`src/rtl/alu_req_scheduler.sv`:
```
// -----------------------------------------------------------------------------
// alu_req_scheduler
//
// Shares a single ALU core between NUM_REQ requesters. Requesters are served
// round-robin. Each accepted transaction carries one 8-bit command and two
// operands. Commands outside the legal set are answered directly with
// INVALID_COMMAND. NOP is answered directly with NO_ERROR. Every other legal
// command is issued to the ALU, and the scheduler then waits for completion,
// giving up after TIMEOUT_CYCLES wait cycles with MISSING_DATA. The answer
// returns on one response channel that is tagged with the requester index.
//
// Ports
//   clk, rst          clock and synchronous active-high reset
//   req_valid/ready   per-requester handshake; ready is one-hot or zero
//   req_cmd/a/b       packed per-requester command and operands
//   alu_start         one-cycle issue strobe towards the ALU
//   alu_cmd/a/b       command and operands; held until the next issue
//   alu_done          ALU completion strobe (sampled only while waiting)
//   alu_result/status ALU result and status, valid with alu_done
//   rsp_valid/ready   response handshake
//   rsp_id            index of the requester being answered
//   rsp_result/status response payload, held stable until accepted
//   busy              high whenever the scheduler is not idle
// -----------------------------------------------------------------------------
module alu_req_scheduler #(
  parameter int NUM_REQ        = 2,
  parameter int DATA_W         = 32,
  parameter int TIMEOUT_CYCLES = 64
) (
  input  logic                                           clk,
  input  logic                                           rst,
  input  logic [NUM_REQ-1:0]                             req_valid,
  output logic [NUM_REQ-1:0]                             req_ready,
  input  logic [NUM_REQ*8-1:0]                           req_cmd,
  input  logic [NUM_REQ*DATA_W-1:0]                      req_a,
  input  logic [NUM_REQ*DATA_W-1:0]                      req_b,
  output logic                                           alu_start,
  output logic [7:0]                                     alu_cmd,
  output logic [DATA_W-1:0]                              alu_a,
  output logic [DATA_W-1:0]                              alu_b,
  input  logic                                           alu_done,
  input  logic [DATA_W-1:0]                              alu_result,
  input  logic [7:0]                                     alu_status,
  output logic                                           rsp_valid,
  input  logic                                           rsp_ready,
  output logic [((NUM_REQ > 1) ? $clog2(NUM_REQ) : 1)-1:0] rsp_id,
  output logic [DATA_W-1:0]                              rsp_result,
  output logic [7:0]                                     rsp_status,
  output logic                                           busy
);

  localparam int ID_W  = (NUM_REQ > 1) ? $clog2(NUM_REQ) : 1;
  localparam int CNT_W = (TIMEOUT_CYCLES > 1) ? $clog2(TIMEOUT_CYCLES) : 1;

  localparam logic [7:0] CMD_NOP = 8'h00;
  localparam logic [7:0] CMD_AND = 8'h01;
  localparam logic [7:0] CMD_OR  = 8'h02;
  localparam logic [7:0] CMD_XOR = 8'h03;
  localparam logic [7:0] CMD_ADD = 8'h10;
  localparam logic [7:0] CMD_SUB = 8'h20;

  localparam logic [7:0] STAT_NO_ERROR        = 8'h00;
  localparam logic [7:0] STAT_MISSING_DATA    = 8'h01;
  localparam logic [7:0] STAT_INVALID_COMMAND = 8'h80;

  localparam logic [CNT_W-1:0] CNT_LAST = CNT_W'(TIMEOUT_CYCLES - 1);
  localparam logic [ID_W-1:0]  ID_LAST  = ID_W'(NUM_REQ - 1);

  typedef enum logic [1:0] {
    ST_IDLE,
    ST_ISSUE,
    ST_WAIT,
    ST_RESP
  } state_t;

  // Commands that must go through the ALU (legal and not NOP).
  function automatic logic is_alu_cmd(input logic [7:0] c);
    return (c == CMD_AND) || (c == CMD_OR) || (c == CMD_XOR) ||
           (c == CMD_ADD) || (c == CMD_SUB);
  endfunction

  // ---------------------------------------------------------------------------
  // State
  // ---------------------------------------------------------------------------
  state_t              state_q, state_d;
  logic [ID_W-1:0]     ptr_q, ptr_d;
  logic [CNT_W-1:0]    cnt_q, cnt_d;
  logic [7:0]          alu_cmd_q, alu_cmd_d;
  logic [DATA_W-1:0]   alu_a_q, alu_a_d;
  logic [DATA_W-1:0]   alu_b_q, alu_b_d;
  logic [ID_W-1:0]     rsp_id_q, rsp_id_d;
  logic [DATA_W-1:0]   rsp_result_q, rsp_result_d;
  logic [7:0]          rsp_status_q, rsp_status_d;

  // ---------------------------------------------------------------------------
  // Unpack the per-requester buses
  // ---------------------------------------------------------------------------
  logic [7:0]        cmd_arr [NUM_REQ];
  logic [DATA_W-1:0] a_arr   [NUM_REQ];
  logic [DATA_W-1:0] b_arr   [NUM_REQ];

  for (genvar gi = 0; gi < NUM_REQ; gi++) begin : g_unpack
    assign cmd_arr[gi] = req_cmd[8*gi +: 8];
    assign a_arr[gi]   = req_a[DATA_W*gi +: DATA_W];
    assign b_arr[gi]   = req_b[DATA_W*gi +: DATA_W];
  end

  // ---------------------------------------------------------------------------
  // Round-robin grant: first valid requester at or above ptr_q, with wrap.
  // The loop walks candidates in priority order and keeps the first hit.
  // ---------------------------------------------------------------------------
  logic            grant_found;
  logic [ID_W-1:0] grant_idx;
  logic [ID_W-1:0] grant_cand;
  int              grant_sum;

  always_comb begin
    grant_found = 1'b0;
    grant_idx   = '0;
    grant_cand  = '0;
    grant_sum   = 0;
    for (int k = 0; k < NUM_REQ; k++) begin
      grant_sum = int'(ptr_q) + k;
      if (grant_sum >= NUM_REQ) begin
        grant_sum = grant_sum - NUM_REQ;
      end
      grant_cand = ID_W'(grant_sum);
      if (!grant_found && req_valid[grant_cand]) begin
        grant_found = 1'b1;
        grant_idx   = grant_cand;
      end
    end
  end

  logic [7:0] grant_cmd;
  assign grant_cmd = cmd_arr[grant_idx];

  // Accept strobe exists only in IDLE, so a response handshake cycle can
  // never coincide with a new accept.
  for (genvar gi = 0; gi < NUM_REQ; gi++) begin : g_ready
    assign req_ready[gi] = (state_q == ST_IDLE) && grant_found &&
                           (grant_idx == ID_W'(gi));
  end

  // ---------------------------------------------------------------------------
  // Next-state logic
  // ---------------------------------------------------------------------------
  always_comb begin
    state_d      = state_q;
    ptr_d        = ptr_q;
    cnt_d        = cnt_q;
    alu_cmd_d    = alu_cmd_q;
    alu_a_d      = alu_a_q;
    alu_b_d      = alu_b_q;
    rsp_id_d     = rsp_id_q;
    rsp_result_d = rsp_result_q;
    rsp_status_d = rsp_status_q;

    unique case (state_q)
      ST_IDLE: begin
        if (grant_found) begin
          ptr_d    = (grant_idx == ID_LAST) ? '0 : grant_idx + 1'b1;
          rsp_id_d = grant_idx;
          if (is_alu_cmd(grant_cmd)) begin
            // The ALU-facing registers are loaded only for real issues so
            // they keep their last issued values across NOP/invalid requests.
            alu_cmd_d = grant_cmd;
            alu_a_d   = a_arr[grant_idx];
            alu_b_d   = b_arr[grant_idx];
            state_d   = ST_ISSUE;
          end else begin
            rsp_result_d = '0;
            rsp_status_d = (grant_cmd == CMD_NOP) ? STAT_NO_ERROR
                                                  : STAT_INVALID_COMMAND;
            state_d      = ST_RESP;
          end
        end
      end

      ST_ISSUE: begin
        cnt_d   = '0;
        state_d = ST_WAIT;
      end

      ST_WAIT: begin
        // alu_done is checked first so it wins in the terminal cycle.
        if (alu_done) begin
          rsp_result_d = alu_result;
          rsp_status_d = alu_status;
          state_d      = ST_RESP;
        end else if (cnt_q == CNT_LAST) begin
          rsp_result_d = '0;
          rsp_status_d = STAT_MISSING_DATA;
          state_d      = ST_RESP;
        end else begin
          cnt_d = cnt_q + 1'b1;
        end
      end

      ST_RESP: begin
        if (rsp_ready) begin
          state_d = ST_IDLE;
        end
      end

      default: begin
        state_d = ST_IDLE;
      end
    endcase
  end

  // ---------------------------------------------------------------------------
  // State registers
  // ---------------------------------------------------------------------------
  always_ff @(posedge clk) begin
    if (rst) begin
      state_q      <= ST_IDLE;
      ptr_q        <= '0;
      cnt_q        <= '0;
      alu_cmd_q    <= '0;
      alu_a_q      <= '0;
      alu_b_q      <= '0;
      rsp_id_q     <= '0;
      rsp_result_q <= '0;
      rsp_status_q <= '0;
    end else begin
      state_q      <= state_d;
      ptr_q        <= ptr_d;
      cnt_q        <= cnt_d;
      alu_cmd_q    <= alu_cmd_d;
      alu_a_q      <= alu_a_d;
      alu_b_q      <= alu_b_d;
      rsp_id_q     <= rsp_id_d;
      rsp_result_q <= rsp_result_d;
      rsp_status_q <= rsp_status_d;
    end
  end

  // ---------------------------------------------------------------------------
  // Outputs
  // ---------------------------------------------------------------------------
  assign alu_start  = (state_q == ST_ISSUE);
  assign alu_cmd    = alu_cmd_q;
  assign alu_a      = alu_a_q;
  assign alu_b      = alu_b_q;
  assign rsp_valid  = (state_q == ST_RESP);
  assign rsp_id     = rsp_id_q;
  assign rsp_result = rsp_result_q;
  assign rsp_status = rsp_status_q;
  assign busy       = (state_q != ST_IDLE);

endmodule

```
`config.mk`:
```
export PLATFORM = sky130hd
export DESIGN_NAME = alu_req_scheduler
export DESIGN_NICKNAME = d
export VERILOG_FILES = /design/src/rtl/alu_req_scheduler.sv
export SDC_FILE = /design/constraint.sdc
export NUM_CORES = 1
export LEC_CHECK = 0
export BUFFER_PORTS_ARGS = -buffer_cell sky130_fd_sc_hd__buf_2
export CORE_MARGIN = 1
export CORE_UTILIZATION = 40
export CTS_CLUSTER_SIZE = 40
export DETAILED_ROUTE_END_ITERATION = 8
export PLACE_DENSITY_LB_ADDON = 0.15
export SLEW_MARGIN = 25
export SYNTH_ARGS = -nofsm -noshare
export SYNTH_HDL_FRONTEND = slang
export SYNTH_SLANG_ARGS = --single-unit
```
`constraint.sdc`:
```
create_clock -name clk -period 2.2 [get_ports clk]
set_input_delay 0.22 -clock clk [delete_from_list [all_inputs] [get_ports clk]]
set_output_delay 0.22 -clock clk [all_outputs]
set_load 0.05 [all_outputs]
```
==> flow_summary.yaml, run 1 <==
floorplanning:
  pin_count: 308
  fp.dieH_um: 119
  die_x_um: 119
  core-area_um2: 13200
  die-area_um2: 14100
  start_util: 0.411
  rows: 42
final_layout:
  drive_gt1_frac: 0.412
  nets: 1074
  final_cell_mix: "buf_2, dfxtp_1, mux2i_1"
  fin_util: 0.592
  stdcell_count: 1066
  area_growth_syn_to_layout_pct: 44.0
  antennaDiodeCount: 0
  layout_commonest_cell: "buf_2"
drt:
  drtIter0Drc: 174
  wl_per_cell_um: 14.5
  vias_per_cell: 4.92
  topRoutingLayerUsed: "met4"
  met3_length_um: 1100
  m1WireLength_um: 6020
  routed_wl_um: 15500
  drc_errors: 0
  drt_first_pass_iters: 4
  ant_nets: 0
  vias: 5247
  wl_met2_um: 7940
worst_setup_path:
  worst-path-max-fanout: 70
  path_class: "flip-flop to output pin"
  end_kind: "output pin"
  crit_arrival_ns: 1.82
  start_kind: "flip-flop"
  cp.required_ns: 1.98
place:
  hpwlAfterDp_um: 11700
  place_inst: 1035
  port_buffers: 307
  gp_congestion: 0.793
clock_network:
  cts_inserted_buffers: 17
  cts_hold_buffers: 0
  clkTransAtPathRegs_ns: 0.06
  htreeDepth: 4
  cts_max_path_buffers: 2
  cts_tree: "built"
  cts-root-buf: "clkbuf_16"
  insertion_delay_ns: 0.41
  cts_setup_buffers: 0
  cts_num_sinks: 122
timing:
  hold_viol_final: 0
  final-setup-viol-count: 0
  slew-limit-headroom: 0.552
  max_clock_freq_ghz: 0.490
  drv_slew: 0
  worst_pin_slew_ns: 0.672
  min_period_over_period: 0.927
  setup_tns_ns: 0
  period_minus_slack_ns: 2.04
  finClkSkew_ns: 0.00596
  rsz0062_at_grt: "no"
  whs_ns: 0.0527
grt:
  antenna_found_initial: 0
  grt_remaining_overflow: 0
  grt_pass1_vias: 5202
  grt_pass1_wl_um: 24300
  grt_max_degree: 75
  grt_usage: 0.219
synthesis:
  seq_area_frac_synth: 0.448
  synth_ff_type: "dfxtp_1"
  synth_fp_nets: 771
  yosys_warnings: 0
  netlist_instances: 575
  ys_types: 43
  syn-cell-area_um2: 5450
  synth_seq_cells: 122
  async_flop_share: 0
  synth_area_per_cell_um2: 9.47
  synth_edf_count: 0
run:
  cap_violations: 0
power_and_ir_drop:
  leakage_nw: 3.88
  p_per_area_nw_per_um2: 955
  peakVddDrop_v: 0.000628
outcome:
  status: "complete, no violations"
min_path:
  hold_path_class: "primary input to flip-flop"
## cell families (layout without fill, tap and decap cells)
family,after synthesis,count (layout),synth area share
fa+ha+maj,6,6,0.0138
mux,106,106,0.195
buf+inv,53,368,0.0462
compound gates,98,98,0.133
flops,122,122,0.448
xor+xnor,4,4,0.00643
simple gates,186,186,0.158
## layer usage
layer  up-vias  GRT usage
li1       2651          -
met1      2374      0.227
met5         -          0
met3        29     0.0695
met2       193      0.401
met4         0     0.0989
## critical path, stage by stage (launching register included)
cell and delay, ns:
dfxtp_1 0.36, o21ai_4 0.25, buf_12 0.38, nor2_1 0.14, buf_2 0.24
## synthesized netlist by cell type, types with 2 or more instances
library cell | count | area share
mux2i_1 | 106 | 0.19
a21o_1 | 2 | 0.0028
a31oi_1 | 3 | 0.0034
nor3_1 | 5 | 0.0046
inv_1 | 7 | 0.0048
a211oi_1 | 70 | 0.096
and3_1 | 2 | 0.0023
and2_1 | 4 | 0.0046
a211oi_2 | 2 | 0.0046
a21oi_1 | 7 | 0.0064
clkbuf_1 | 26 | 0.018
nand2b_1 | 39 | 0.045
buf_2 | 9 | 0.0083
nand2_1 | 42 | 0.029
or4_1 | 2 | 0.0028
dfxtp_1 | 122 | 0.45
xor2_1 | 3 | 0.0048
nor2_1 | 81 | 0.056
nand4_1 | 3 | 0.0034
buf_4 | 9 | 0.012
ha_1 | 6 | 0.014
o21ai_0 | 4 | 0.0037
## path summary, 6_finish.rpt
check | end | slack, ns | start | depth (start not counted)
worst max-delay path | req_ready[1] | 0.16 | ptr_q | 4
worst min-delay path | rsp_result[4] | 0.05 | alu_result[4] | 3
worst max register to register | alu_b[25] | 0.26 | state_q[1] | 8
worst min register to register | alu_cmd[7] | 0.46 | alu_cmd[7] | 1
## state kept, by name, summed over array words and instances (netlist names)
name / cells
alu_a: 32
state_q: 2
alu_cmd: 8
cnt_q: 6
ptr_q: 1
rsp_id: 1
rsp_status: 8
alu_b: 32
rsp_result: 32
## metrics by stage
stage	cell area, um2	total power, mW	setup WS [ns]
after floorplan	5450	4.12	0.124
after global placement	7250	4.68	-0.0263
after detailed placement	7250	4.73	-0.128
after CTS	7840	7.54	0.0747
after global routing	7850	7.81	0.0226
final	7850	7.49	0.161
## where the power goes
part	switching [mW]	total [mW]	internal [mW]
clock network	0.951	2.80	1.85
registers	0.0744	2.41	2.33
logic	1.41	2.28	0.870
total	2.43	7.49	5.05
## cell type report
| cell class | instances | area (um2) |
|---|---|---|
| Clock buffer | 22 | 474 |
| Clock inverter | 9 | 120 |
| Fill cell | 1184 | 5400 |
| Inverter | 7 | 26.3 |
| Multi-Input combinational cell | 400 | 2790 |
| Sequential cell | 122 | 2440 |
| Tap cell | 176 | 220 |
| Timing Repair Buffer | 330 | 1770 |
## timing repair
action / in CTS / in global routing
gates resized for setup: 0 / 1
setup endpoints to repair: 0 / 4
hold endpoints to repair: 0 / 0
Note: power is estimated with default switching activity, not from simulation.
==> run 2, diff against run 1 <==
--- a/config.mk
+++ b/config.mk
@@ -8,6 +8,7 @@
 export BUFFER_PORTS_ARGS = -buffer_cell sky130_fd_sc_hd__buf_2
 export CORE_MARGIN = 1
 export CORE_UTILIZATION = 40
+export CTS_CLUSTER_DIAMETER = 120
 export CTS_CLUSTER_SIZE = 40
 export DETAILED_ROUTE_END_ITERATION = 8
 export PLACE_DENSITY_LB_ADDON = 0.15
==> constraint.sdc (replaced) <==
create_clock -name clk -period 2.2 [get_ports clk]
set_input_delay 0.22 -clock clk [delete_from_list [all_inputs] [get_ports clk]]
set_output_delay 0.22 -clock clk [all_outputs]
set_load 0.1 [all_outputs]
==> flow_summary.yaml, run 2 (synthesized netlist as in run 1, its figures left out) <==
clock_network:
  cts_num_sinks: 122
  cts_setup_buffers: 0
  insertion_delay_ns: 0.41
  htreeDepth: 4
  cts_hold_buffers: 0
  clkTransAtPathRegs_ns: 0.05
  cts_tree: "built"
  cts-root-buf: "clkbuf_16"
  cts_max_path_buffers: 2
  cts_resized: 1
  cts_inserted_buffers: 17
timing:
  slew-limit-headroom: 0.644
  hold_viol_final: 0
  final-setup-viol-count: 0
  rsz0062_at_grt: "no"
  drv_slew: 0
  period_minus_slack_ns: 2.03
  max_clock_freq_ghz: 0.493
  setup_slack_ns: 0.170
  min_period_over_period: 0.923
  whs_ns: 0.0606
  worst_pin_slew_ns: 0.537
  finClkSkew_ns: 0.00753
drt:
  drc_errors: 0
  drtIter0Drc: 222
  routed_wl_um: 15300
  vias: 5191
  ant_nets: 0
  drt_first_pass_iters: 4
  wl_per_cell_um: 14.4
  vias_per_cell: 4.87
final_layout:
  drive_gt1_frac: 0.409
  regArea_um2: 2440
  area_growth_syn_to_layout_pct: 44.5
  stdcell_count: 1067
  final_cell_area_um2: 7870
  multi_input_area_um2: 2800
  nets: 1076
  layout_commonest_cell: "buf_2"
  antennaDiodeCount: 0
  num-fill-cells: 1211
  final_cell_mix: "buf_2, dfxtp_1, mux2i_1"
power_and_ir_drop:
  p_per_area_nw_per_um2: 996
  peakVddDrop_v: 0.000516
  leakage_nw: 3.86
grt:
  grt_max_degree: 66
  grt_pass1_vias: 5297
  met1_usage: 0.234
  grt_usage: 0.222
  busiest_layer: "met2"
  met2_usage: 0.406
  met3_usage: 0.0729
  grt_pass1_wl_um: 24900
  grt_remaining_overflow: 0
  antenna_found_initial: 1
worst_setup_path:
  crit_arrival_ns: 1.81
  critPathSlowestCell: "dfxtp_1"
  crit_path_max_incr_delay_ns: 0.33
  cp.required_ns: 1.98
  path_cells: "inv_1 > ha_2 > clkinvlp_4 > nor2_4 > buf_4"
  end_kind: "output pin"
  r2r_cells: 8
  start_kind: "flip-flop"
  r2r_setup_slack_ns: 0.24
  worst-path-max-fanout: 8
  path_class: "flip-flop to output pin"
place:
  gp_congestion: 0.828
  hpwlAfterDp_um: 11800
  place_inst: 1037
  placed_area_um2: 7330
  pre_cts_ws_ns: -0.0895
  port_buffers: 307
floorplanning:
  fp.dieH_um: 119
  die_x_um: 119
  core-area_um2: 13200
  rows: 42
  die-area_um2: 14100
  pin_count: 308
  start_util: 0.411
outcome:
  status: "complete, no violations"
run:
  cap_violations: 0
min_path:
  holdPathStages: 3
  hold_path_class: "primary input to flip-flop"
## run 2: worst paths after layout
check | from | end
setup / recovery | state_q[1] | req_ready[1]
hold reg to reg | alu_cmd[3] | alu_cmd[3]
setup reg to reg | state_q[1] | alu_a[18]
hold / removal | alu_result[18] | rsp_result[18]
## run 2: report_power, final
group          internal (mW)  total, mW  switching [mW]
logic                  0.935       2.86            1.93
registers               2.34       2.41          0.0765
clock network           1.68       2.57           0.890
## run 2: per-layer routing
layer	vias up	share of wire	routed length, um
met5	-	0.0011	17
met4	2	0.023	350
met3	29	0.063	964
met2	184	0.52	7910
met1	2344	0.40	6110
li1	2632	-	-
## run 2: cell type report
class | instances | share of cell area
multi-input combinational | 400 | 0.355
sequential | 122 | 0.310
timing repair buffer | 332 | 0.234
clock buffer | 27 | 0.0601
tap | 176 | 0.0280
clock inverter | 3 | 0.00826
inverter | 7 | 0.00381
## run 2: metrics by stage
step / power [mW] / TNS [ns] / utilization
5_1_grt: 8.19 / 0 / 0.595
6_report: 7.84 / 0 / 0.595
2_1_floorplan: 4.65 / 0 / -
3_5_place_dp: 5.31 / -2.00 / 0.553
4_1_cts: 7.90 / 0 / 0.594
3_3_place_gp: 5.26 / -0.210 / 0.553
## run 2: critical path: cells and delay by family, from the launching register on
| family | cells | cell delay [ns] |
|---|---|---|
| buffers and inverters | 3 | 0.63 |
| flip-flops | 1 | 0.33 |
| adder cells (fa/ha/maj) | 1 | 0.31 |
| AND/OR/NAND/NOR | 1 | 0.14 |
==> run 3, diff against run 2 <==
--- a/config.mk
+++ b/config.mk
@@ -5,6 +5,7 @@
 export SDC_FILE = /design/constraint.sdc
 export NUM_CORES = 1
 export LEC_CHECK = 0
+export ABC_AREA = 1
 export BUFFER_PORTS_ARGS = -buffer_cell sky130_fd_sc_hd__buf_2
 export CORE_MARGIN = 1
 export CORE_UTILIZATION = 40
==> flow_summary.yaml, run 3 <==
drt:
  drt_first_pass_iters: 5
  drc_errors: 0
  drtIter0Drc: 234
  ant_nets: 0
  wl_per_cell_um: 12.8
  vias: 6583
  vias_per_cell: 4.61
  routed_wl_um: 18200
synthesis:
  synthTopCellsByCount: "nand2_1, nor2_1, dfxtp_1"
  synth_fp_nets: 1141
  yosysTopAreaCellShare: 0.411
  netlist_instances: 945
  synth_area_per_cell_um2: 6.29
  ys_types: 28
  syn-cell-area_um2: 5950
  async_flop_share: 0
  synth_ff_type: "dfxtp_1"
  seq_area_frac_synth: 0.411
  synth_seq_cells: 122
  yosys.area.top_type: "dfxtp_1"
  yosys_warnings: 0
  synth_edf_count: 0
  yosysMostFrequentCell: "nand2_1"
  synthTopCellsByArea: "dfxtp_1, nand2_1, nor2_1, o21ai_0, inv_1"
timing:
  rsz0062_at_grt: "no"
  slew-limit-headroom: 0.649
  min_period_over_period: 0.944
  final-setup-viol-count: 0
  hold_viol_final: 0
  period_minus_slack_ns: 2.08
  finClkSkew_ns: 0.00796
  worst_pin_slew_ns: 0.530
  setup_tns_ns: 0
  whs_ns: 0.107
  drv_slew: 0
  max_clock_freq_ghz: 0.481
worst_setup_path:
  path_cells: "inv_2 > nand2_4 > nand2_8 > buf_12 > inv_2 > buf_4 > nor2_2 > buf_12"
  crit_arrival_ns: 1.86
  r2r-start: "state_q[0]"
  crit_path_max_incr_delay_ns: 0.31
  r2r_end: "rsp_result[30]"
  cp.depth: 8
  end_kind: "output pin"
  setup.worst_path.end: "req_ready[0]"
  cp.required_ns: 1.98
  worstPathBufferInverterCount: 5
  start_kind: "flip-flop"
  worst-path-max-fanout: 25
  startpoint: "ptr_q"
  r2r_cells: 10
  r2r_setup_slack_ns: 0.18
  critPathSlowestCell: "dfxtp_1"
  crit_family: "buffers and inverters"
  path_class: "flip-flop to output pin"
power_and_ir_drop:
  peakVddDrop_v: 0.000554
  p_per_area_nw_per_um2: 1250
  report.power.total_mw: 10.4
  leakage_nw: 4.53
floorplanning:
  fp.dieH_um: 124
  pin_count: 308
  rows: 44
  die-area_um2: 15400
  start_util: 0.409
  die_x_um: 124
  core-area_um2: 14500
final_layout:
  num-fill-cells: 1549
  regArea_um2: 2440
  final_cell_mix: "nand2_1, buf_2, nor2_1"
  drive_gt1_frac: 0.306
  nets: 1427
  layout_commonest_cell: "nand2_1"
  multi_input_area_um2: 3010
  area_growth_syn_to_layout_pct: 39.8
grt:
  grt_remaining_overflow: 0
  grt_pass1_wl_um: 27300
  grt_usage: 0.232
  grt_pass1_vias: 5604
  antenna_found_initial: 2
  grt_max_degree: 51
clock_network:
  cts_setup_buffers: 0
  htreeDepth: 4
  cts_hold_buffers: 0
  insertion_delay_ns: 0.42
  cts_inserted_buffers: 17
  clkTransAtPathRegs_ns: 0.05
  cts_tree: "built"
  cts-root-buf: "clkbuf_16"
  cts_max_path_buffers: 2
  cts_num_sinks: 122
run:
  cap_violations: 0
place:
  gp_congestion: 0.792
  hpwlAfterDp_um: 13000
  port_buffers: 307
min_path:
  hold_path_class: "primary input to flip-flop"
outcome:
  status: "complete, no violations"
==> run 3: cell families after synthesis <==
logic type | Yosys count | share of synthesized area
simple gates | 587 | 0.393
flops | 122 | 0.411
buf+inv | 119 | 0.0877
compound gates | 110 | 0.0945
fa+ha+maj | 6 | 0.0126
xor+xnor | 1 | 0.00147
==> run 3: what timing repair did <==
| item | 4_1_cts | 5_1_grt |
|---|---|---|
| endpoints found under the setup margin | 1 | 1 |
| gates cloned | 1 | 0 |
| gates resized for setup | 4 | 1 |
==> run 3: cell type report <==
| type | instances | share of cell area |
|---|---|---|
| repair buffers | 327 | 0.219 |
| well taps | 184 | 0.0277 |
| multi-input cells | 704 | 0.362 |
| diodes | 2 | 0.000602 |
| flip-flops and latches | 122 | 0.294 |
| clock buffers | 24 | 0.0592 |
| clock inverters | 7 | 0.0108 |
| inverters | 59 | 0.0274 |
==> run 3: worst min-delay path by stage <==
stage	startpoint	endpoint	slack (ns)	cells past startpoint
6_report	rst	cnt_q[2]	0.11	2
5_1_grt	rst	alu_cmd[2]	0.11	2
4_1_cts	rst	alu_cmd[3]	0.09	2
3_5_place_dp	alu_cmd[7]	alu_cmd[7]	0.43	2
3_3_place_gp	alu_cmd[7]	alu_cmd[7]	0.43	2
2_1_floorplan	alu_result[0]	rsp_result[0]	0.46	4
==> run 3: through the flow <==
stage,std cells,area [um2],util,setup slack [ns]
2_1_floorplan,945,5960,-,-0.173
3_3_place_gp,1395,7670,0.528,0.177
3_5_place_dp,1395,7670,0.528,0.156
4_1_cts,1427,8300,0.571,0.0433
5_1_grt,1428,8310,0.572,0.00960
6_report,1429,8310,0.572,0.123
==> run 3: metal layers <==
| metal | part of all wire | vias to the layer above | track usage |
|---|---|---|---|
| li1 | - | 3485 | - |
| met1 | 0.41 | 2828 | 0.259 |
| met2 | 0.48 | 242 | 0.400 |
| met3 | 0.084 | 28 | 0.0824 |
| met4 | 0.021 | 0 | 0.0960 |
| met5 | 0 | - | 0 |
==> run 3: where the power goes <==
group	switching (mW)	internal, mW
combinational	3.71	1.30
sequential	0.142	2.50
clock	0.979	1.77
total	4.83	5.57
